**src/rtl/pipe_stage_reg.sv**
```systemverilog
// Pipeline stage register: valid/ready handshake, synchronous flush, optional 2-entry skid buffer.
// Latency 1 cycle; SKID=1 registers in_ready (low only when full), SKID=0 passes out_ready through to in_ready.
module pipe_stage_reg #(
  parameter int unsigned      WIDTH     = 32,
  parameter bit               SKID      = 1'b1,
  parameter logic [WIDTH-1:0] RESET_VAL = '0
) (
  input  logic             clock,
  input  logic             nreset,
  input  logic             flush,
  input  logic             in_valid,
  output logic             in_ready,
  input  logic [WIDTH-1:0] in_data,
  output logic             out_valid,
  input  logic             out_ready,
  output logic [WIDTH-1:0] out_data,
  output logic [1:0]       occupancy
);

  // Encoding doubles as the occupancy count.
  typedef enum logic [1:0] {
    EMPTY = 2'd0,
    ONE   = 2'd1,
    FULL  = 2'd2
  } state_t;

  state_t           state_q;
  state_t           state_d;
  logic             ready_q;
  logic             acc;
  logic             pop;
  logic             load_main;
  logic             from_skid;
  logic             load_skid;
  logic [WIDTH-1:0] main_q;
  logic [WIDTH-1:0] skid_q;

  assign out_valid = (state_q != EMPTY);
  assign in_ready  = SKID ? ready_q : (!out_valid || out_ready);
  assign acc       = in_valid && in_ready;
  assign pop       = out_valid && out_ready;
  assign out_data  = main_q;
  assign occupancy = state_q;

  // With SKID=0, acc in ONE implies pop, so FULL is unreachable.
  always_comb begin
    state_d   = state_q;
    load_main = 1'b0;
    from_skid = 1'b0;
    load_skid = 1'b0;
    if (flush) begin
      state_d = EMPTY;
    end else begin
      case (state_q)
        EMPTY: begin
          if (acc) begin
            state_d   = ONE;
            load_main = 1'b1;
          end
        end
        ONE: begin
          if (acc && !pop) begin
            state_d   = FULL;
            load_skid = 1'b1;
          end else if (acc && pop) begin
            load_main = 1'b1;
          end else if (pop) begin
            state_d = EMPTY;
          end
        end
        FULL: begin
          if (pop) begin
            state_d   = ONE;
            load_main = 1'b1;
            from_skid = 1'b1;
          end
        end
        default: state_d = EMPTY;
      endcase
    end
  end

  always_ff @(posedge clock or negedge nreset) begin
    if (!nreset) begin
      state_q <= EMPTY;
      ready_q <= 1'b1;
      main_q  <= RESET_VAL;
      skid_q  <= RESET_VAL;
    end else begin
      state_q <= state_d;
      ready_q <= (state_d != FULL);
      if (flush) begin
        main_q <= RESET_VAL;
      end else if (load_main) begin
        main_q <= from_skid ? skid_q : in_data;
      end
      if (load_skid) begin
        skid_q <= in_data;
      end
    end
  end

endmodule
```
**config.mk**
```make
export PLATFORM = sky130hd
export DESIGN_NAME = pipe_stage_reg
export DESIGN_NICKNAME = d
export VERILOG_FILES = /design/src/rtl/pipe_stage_reg.sv
export SDC_FILE = /design/constraint.sdc
export NUM_CORES = 1
export LEC_CHECK = 0
export ABC_AREA = 1
export BUFFER_PORTS_ARGS = -buffer_cell sky130_fd_sc_hd__buf_2
export CAP_MARGIN = 25
export CORE_MARGIN = 5
export CORE_UTILIZATION = 58
export CTS_BUF_LIST = sky130_fd_sc_hd__clkbuf_2 sky130_fd_sc_hd__clkbuf_4 sky130_fd_sc_hd__clkbuf_8
export DETAILED_ROUTE_END_ITERATION = 8
export PLACE_DENSITY = 0.84
export SLEW_MARGIN = 20
export SYNTH_ARGS = -nofsm -noshare
export SYNTH_HDL_FRONTEND = slang
export SYNTH_SLANG_ARGS = --single-unit
export TNS_END_PERCENT = 10
```
**constraint.sdc**
```tcl
create_clock -name clock -period 2 [get_ports clock]
set_input_delay 0.1 -clock clock [delete_from_list [all_inputs] [get_ports clock]]
set_output_delay 0.1 -clock clock [all_outputs]
set_load 0.02 [all_outputs]
```
After elaboration in Yosys (flattened, before gate mapping):

Index checks and enable logic that the tools add are counted.
Widths: inputs -> output; s select.

* $add $sub $neg: 0
* multipliers: 0
* divide/modulo/power cells: 0
* order comparisons: 0
* eq/ne operators: 3
* shifts and indexed selects: 0
* mux-type cells: 21
* bitwise logic cells: 0
* reductions and logical operators: 8

Operators with widths (count)
* $mux 32: 3
* $mux 2: 6
* $mux 1: 10
* $pmux 2 s3: 1
* $logic_and 1x1->1: 4
* $reduce_bool 2->1: 2
* $pmux 1 s3: 1
* $eq 2x1->1 const B: 1
* $eq 2x2->1 const B: 1
* $logic_not 2->1: 1
* $ne 2x2->1 const B: 1
* $logic_not 1->1: 1

* bits in registers: 67
* bits in latches: 0
* memory bits (writable): 0
* bits in read-only memories: 0
* bits of input ports: 37
* word-level logic and storage cells: 36
* memories: 0

Depth between registers and ports, before layout:

Gate-level depths: netlist of the first run.

* depth after elaboration: 9
* mapped depth: 9
* depth with buffers taken out: 8

Worst setup path before layout of the first run:

Ideal clock, no wire load.

* kind: register to register
* start point: register state_q[0] (netlist: occupancy[0])
* end point: register main_q[24] (netlist: out_data[24])
* setup time: 0.117 ns
* data arrival time: 1.394 ns
* required time: 1.883 ns
* slack: 0.489 ns
* cell stages (with the launch flop): 10
* buffers on the path: 2
* period minus slack after synthesis: 1.511 ns
* cell sequence: dfrtp_1 > inv_1 > nand2_1 > nand2_1 > nand3_2 > nand2_2 > buf_6 > buf_6 > nand2_1 > nand2_1

* word-level cells in the longest chain between the ends: 8

Ends and longest elaborated chain
* from (decl): RTL line 27 `state_t state_q;`
* from (signal assigned): RTL line 90 `state_q <= state_d;`
* $reduce_bool 2->1 (*): RTL line 38 `assign out_valid = (state_q != EMPTY);`
* named net out_valid: RTL line 14 `output logic out_valid,`
* $logic_and 1x1->1 (*): RTL line 41 `assign pop = out_valid && out_ready;`
* $logic_and 1x1->1, or another cell as far along: RTL line 65 `end else if (acc && pop) begin`
* $mux 1, or another cell as far along: RTL line 65
* $mux 1 (on tied branches): RTL line 62, 51
* $pmux 1 s3 or $mux 32 (tied branches): RTL line 54, 95
* $mux 1 or $mux 32 (tied branches): RTL line 51, 94
* $reduce_bool 2->1 (no source line) or $mux 32 (tied branches)
* to (signal assigned): RTL line 95 `main_q <= from_skid ? skid_q : in_data;`
* to (decl): RTL line 35 `logic [WIDTH-1:0] main_q;`

Mark *: on every way through the listed nets, which the timed path passes. The rest lies on a longest branch. The select of a mux whose other input is x is not followed.
A chain may end at the register's enable or synchronous reset.

Worst setup path in the final report of the first run:

* start point: register ready_q (netlist: in_ready)
* end point: register main_q[29] (netlist: out_data[29])

* word-level cells in the longest chain between the ends: 7

Ends and longest elaborated chain
* from (decl): RTL line 29 `logic ready_q;`
* from (signal assigned): RTL line 91 `ready_q <= (state_d != FULL);`
* $logic_and 1x1->1 (*): RTL line 40 `assign acc = in_valid && in_ready;`
* $logic_and 1x1->1: RTL line 65
* $mux 1: RTL line 65
* $mux 1: RTL line 62 `if (acc && !pop) begin`
* $pmux 1 s3 (*): RTL line 54 `case (state_q)`
* $mux 1 (*): RTL line 51 `if (flush) begin`
* $reduce_bool 2->1 (no source line) (*)

Every way passes the cells marked *; elsewhere a longest branch is shown, timed or not.

==> results of run 1 <==
worst paths after layout:
check | to | slack [ps] | cells after the start
max | out_data[29] | 430 | 6
min | skid_q[0] | 10 | 3
max reg2reg | out_data[29] | 430 | 6
min reg2reg | skid_q[1] | 490 | 2
max in group asynchronous | skid_q[15] | 1280 | 3
min in group asynchronous | occupancy[1] | 140 | 2
metrics by stage:
step	total power [mW]	setup slack [ps]
finish	3.75	426
global route	3.95	280
CTS	3.77	425
detailed placement	2.37	439
global placement	2.33	531
floorplan	2.12	489
worst min-delay path, stage by stage:
cell	delay [ps]
buf_2	90
nand3_1	70
nand2_1	60
metal layers:
metal,wire length (um),track usage,vias up
met5,0,0,-
met4,127,0.109,0
met3,606,0.0599,15
met2,4020,0.389,123
met1,3360,0.299,1453
li1,-,-,1570
cell usage in the layout (no fill, tap or decap), drive strengths merged:
master	Yosys	final
dfrtp	66	66
nand4	1	1
buf	20	85
nand2	180	180
nand3b	3	3
nand3	65	65
nor2	36	36
clkinv	9	11
a21oi	27	27
bufinv	0	3
dfstp	1	1
inv	54	54
clkbuf	7	11
dlygate4sd3	0	6
where the power goes:
group	total (mW)	switching (mW)	internal (mW)
combinational	0.683	0.445	0.237
clock	1.39	0.521	0.872
sequential	1.67	0.0901	1.58
total	3.75	1.06	2.69
state kept, by name, indices dropped and copies added (netlist names):
name,flops
in_ready,1
out_data,32
occupancy,2
skid_q,32
cells by family after synthesis:
group	synth area share
simple gates	0.350
buf+inv	0.114
flops	0.493
compound gates	0.0441
final cells by class:
class / count / area [um2]
Inverter: 63 / 236
Clock buffer: 11 / 145
Fill cell: 493 / 1680
Tap cell: 75 / 93.8
Clock inverter: 5 / 100
Sequential cell: 67 / 1680
Timing Repair Buffer: 91 / 543
Multi-Input combinational cell: 312 / 1340
==> impl_metrics.toml, run 1 <==
[clock_tree]
max-clock-path-buffers = 2
numCtsBuffers = 9
cts_tree = "done"
ctsHoldBuffers = 6
clockRootBuffer = "clkbuf_8"
ctsResizeCount = 0
htree_levels = 3
post_cts_buffers = 0
clk_latency_ps = 350
cts.reportedPaths.clkPinSlew_ps = 70
clock_sinks = 67

[critical_path]
crit_type = "flip-flop to flip-flop"
slowest_delay_ps = 530
cp-startpoint = "in_ready"
crit_chain = "nand2_1, nand2_1, nand3_2, nand2_2, nand2_1, nand2_1"
arrival_ps = 1860
cp-start-kind = "flip-flop"
path_max_fanout = 29
worstPathRequired_ps = 2280
cpLargestDelayFamily = "simple AND/OR/NAND/NOR gates"
path_buf_inv = 0
r2r-start = "in_ready"
cp-end-kind = "flip-flop"
cp_common_cell = "nand2_1"
cp_slowest_cell = "dfstp_2"

[floorplan]
placeableCoreArea_um2 = 5820
dieWidth_um = 86.6
initial_core_util = 0.585
dieHeight_um = 86.6
die_area_um2 = 7500
rows = 28
pin_count = 73

[logic_synthesis]
ys_seq_elements = 67
synthFlopType = "dfrtp_1"
ys_seq_area_frac = 0.493
synth_edf_count = 0
async_flop_share = 1.00
yosysMostFrequentCell = "nand2_1"
synth_top_area_frac = 0.485
syn_nets = 506
syn_area_um2 = 3400
synth.area.top_cells = "dfrtp_1 (49%), nand2_1 (20%), nand3_1 (9.4%)"
synthTopCellsByCount = "nand2_1 (178), dfrtp_1 (66), nand3_1 (64), inv_1 (52), nor2_1 (32)"
syn_inst = 469
avgSynthCellArea_um2 = 7.26
synthDistinctLibCells = 20
ys_warn_count = 0
synth_top_cell_by_area = "dfrtp_1"

[grt]
grt_antenna_before_repair = 0
grt_pass1_vias = 3112
grt_max_degree = 37
grt_usage = 0.239
grt_pass1_wl_um = 14000
grt-ovfl-total = 0

[timing]
fmax_mhz = 635
worst_slew_margin_rel = 0.610
skew_ps = 10.1
rsz0062_at_grt = "no"
worst_pin_slew_ps = 583
layout_min_cycle_time_ps = 1570
setup_violations = 0
slew_viol_final = 0
whs_ps = 11.0
min_period_over_period = 0.787
hold_violations = 0
fin_tns_setup_ps = 0

[layout]
layout.cells.non_filler = 624
final_util = 0.711
finish.instance_area_um2 = 4140
area_growth_pct = 21.5
nNetsFinal = 581
drive_above_1_share = 0.209
antennaDiodeCount = 0

[pwr]
power.density_nw_per_um2 = 906
vdd_drop_max_mv = 0.701
leakagePower_nw = 2.52

[placed_design]
portBuffers = 72
place_area_um2 = 3830
hpwl_um = 5230
gp_congestion = 0.799
dpl.cell_count = 602

[hold_path]
worstHoldPathType = "input pin to flip-flop"
min_from = "in_data[0]"

[run]
cap_viol_max_count = 0

[drt]
drt_iter0_markers = 177
drt-total-wl_um = 8110
drt-wirelength-per-cell_um = 13.0
vias_per_cell = 5.07
firstDrtPassIters = 5
vias = 3161
drc = 0
detail-route-antenna-nets = 0

[status]
status = "complete, no violations"
(Power assumes the default switching activity.)
==> inputs of run 2 (changes only) <==
--- a/config.mk
+++ b/config.mk
@@ -5,14 +5,14 @@
 export SDC_FILE = /design/constraint.sdc
 export NUM_CORES = 1
 export LEC_CHECK = 0
-export ABC_AREA = 1
+export ABC_AREA = 0
 export BUFFER_PORTS_ARGS = -buffer_cell sky130_fd_sc_hd__buf_2
 export CAP_MARGIN = 25
 export CORE_MARGIN = 5
-export CORE_UTILIZATION = 58
+export CORE_UTILIZATION = 55
 export CTS_BUF_LIST = sky130_fd_sc_hd__clkbuf_2 sky130_fd_sc_hd__clkbuf_4 sky130_fd_sc_hd__clkbuf_8
 export DETAILED_ROUTE_END_ITERATION = 8
-export PLACE_DENSITY = 0.84
+export PLACE_DENSITY = 0.82
 export SLEW_MARGIN = 20
 export SYNTH_ARGS = -nofsm -noshare
 export SYNTH_HDL_FRONTEND = slang
==> constraint.sdc (replaced) <==
create_clock -name clock -period 1.6 [get_ports clock]
set_input_delay 0.08 -clock clock [delete_from_list [all_inputs] [get_ports clock]]
set_output_delay 0.08 -clock clock [all_outputs]
set_load 0.02 [all_outputs]
==> run 2 against run 1 <==
Compared with the run above:
- the flow now finishes with violations (negative setup slack)
- utilization up 5.0 points
- clock power up 13%
- first-iteration DRC count down 49%
- critical path depth down 2
- die area down 4.7%
- design area about the same
- largest cell class unchanged
==> impl_metrics.toml, run 2 <==
[status]
status = "finished, violations left"
violations = "negative setup slack"

[logic_synthesis]
avgSynthCellArea_um2 = 11.6
syn_area_um2 = 3060
async_flop_share = 1.00
synthFlopType = "dfrtp_1"
syn_nets = 300
ys_seq_area_frac = 0.549
synthTopCellsByCount = "dfrtp_1 (66), a21oi_1 (58), nor2_1 (33), mux2_4 (29), nor3b_1 (29)"
synthDistinctLibCells = 24
synth_edf_count = 0
synth_top_area_frac = 0.541
synth_top_cell_by_area = "dfrtp_1"
yosysMostFrequentCell = "dfrtp_1"
ys_seq_elements = 67
ys_warn_count = 0
syn_inst = 263
synth.area.top_cells = "dfrtp_1 (54%), mux2_4 (14%), a21oi_1 (9.5%)"

[timing]
worst_slew_margin_rel = 0.701
slew_viol_final = 0
skew_ps = 4.37
rsz0062_at_grt = "yes"
worst_pin_slew_ps = 449
hold_violations = 0
setup_violations = 34
fin_tns_setup_ps = -5600
fmax_mhz = 559
layout_min_cycle_time_ps = 1790
fin_ws_ps = -187
min_period_over_period = 1.12

[pwr]
switching_share = 0.260
power.total_mw = 4.86
vdd_drop_max_mv = 0.723
switchingPower_mw = 1.27
p_comb_frac = 0.215
seqPwrFrac = 0.463
power.density_nw_per_um2 = 1170
internal_power_mw = 3.60
clock_power_share = 0.322
leakagePower_nw = 2.03

[floorplan]
pin_count = 73
placeableCoreArea_um2 = 5440
dieHeight_um = 84.5
dieWidth_um = 84.5
die_area_um2 = 7150
initial_core_util = 0.562
rows = 27

[layout]
area_growth_pct = 35.5
antennaDiodeCount = 0
layout_commonest_cell = "buf_2"
final_cell_mix = "buf_2 (72), dfrtp_1 (66), a21oi_1 (58)"
drive_above_1_share = 0.383
nNetsFinal = 407

[placed_design]
gp_congestion = 0.762
hpwl_um = 4400
dpl_worst_slack_ps = -318
portBuffers = 72

[critical_path]
slowest_delay_ps = 560
worstPathRequired_ps = 1810
reg2reg_to = "skid_q[10]"
r2r_slack_ps = -190
arrival_ps = 2000
path_max_fanout = 10
cp_slowest_cell = "or4b_4"
crit_type = "flip-flop to flip-flop"
cp-end-kind = "flip-flop"
reg2reg_depth = 4
r2r-start = "in_ready"
crit_chain = "nand2_2, or4b_4, buf_6, mux2_4"
cp-start-kind = "flip-flop"

[drt]
detail-route-antenna-nets = 0
drt-wirelength-per-cell_um = 15.8
drt_iter0_markers = 90
firstDrtPassIters = 4
vias = 2336
drt-total-wl_um = 7040
drc = 0
vias_per_cell = 5.25

[clock_tree]
clockRootBuffer = "clkbuf_8"
htree_levels = 3
clock_sinks = 67
max-clock-path-buffers = 2
cts_tree = "done"
clk_latency_ps = 330
cts.reportedPaths.clkPinSlew_ps = 70
numCtsBuffers = 9

[hold_path]
hold_depth = 2
min_from = "in_data[15]"
whs_endpoint = "skid_q[15]"
worstHoldPathType = "input pin to flip-flop"

[grt]
grt_pass1_vias = 2486
grt_pass1_wl_um = 12100
grt-ovfl-total = 0
grt_antenna_before_repair = 0
grt_usage = 0.210
grt_max_degree = 59

[run]
cap_viol_max_count = 0
[run 2: layer usage]
layer	routed length, um	vias up	GRT usage	part of all wire
met3	446	4	0.0658	0.063
met1	3150	1138	0.281	0.45
met5	0	-	0	0
met2	3400	62	0.333	0.48
met4	38	0	0.0561	0.0054
li1	-	1132	-	-
[run 2: logic make-up after synthesis]
logic type / synth area share
buffers and inverters: 0.0393
and+or+nand+nor: 0.129
muxes: 0.167
DFF: 0.549
AOI/OAI and AO/OA: 0.116
[run 2: cell type report]
type                    count  area (um2)
clock buffers              12         159
clock inverters             2        60.1
fillers                   362        1300
inverters                   2        7.51
multi-input cells         172        1300
flip-flops and latches     67        1680
well taps                  72        90.1
repair buffers            118         842
[run 2: repair_timing]
| action | in CTS | in global routing |
|---|---|---|
| hold buffers | 27 | 2 |
| setup endpoints to repair | 53 | 66 |
| endpoints found under the hold margin | 92 | 2 |
| buffers inserted | 0 | 0 |
| gates resized for setup | 3 | 6 |
| pin swaps | 1 | 11 |
| cloned | 1 | 0 |
[run 2: stage by stage]
| stage | utilization | hold WS, ps | instances | area, um2 |
|---|---|---|---|---|
| 6_report | 0.761 | 14.8 | 445 | 4140 |
| 5_1_grt | 0.761 | 2.45 | 445 | 4140 |
| 4_1_cts | 0.753 | 1.41 | 443 | 4100 |
| 3_5_place_dp | 0.657 | 139 | 401 | 3570 |
| 3_3_place_gp | 0.657 | 129 | 401 | 3570 |
| 2_1_floorplan | - | -216 | 263 | 3070 |
[run 2: worst max-delay path by stage]
stage                        start         end  slack, ps
after floorplan           in_ready  skid_q[10]       -260
after global placement    in_ready   skid_q[7]       -280
after detailed placement  in_ready   skid_q[4]       -320
after CTS                 in_ready   skid_q[4]       -240
after global routing      in_ready  skid_q[10]       -220
final                     in_ready  skid_q[10]       -190
[run 2: power groups by stage]
stage               clock (mW)  combinational, mW  sequential (mW)
global route              1.66               1.13             2.29
finish                    1.57               1.04             2.25
global placement             0              0.946             2.25
CTS                       1.60               1.05             2.25
floorplan                    0              0.561             2.34
detailed placement           0              0.990             2.26
[run 2: critical path: cells and delay by family (launching register included)]
family / cells / cell delay, ps
flip-flops: 1 / 540
multiplexers: 1 / 300
AND/OR/NAND/NOR: 2 / 630
buffers and inverters: 1 / 190
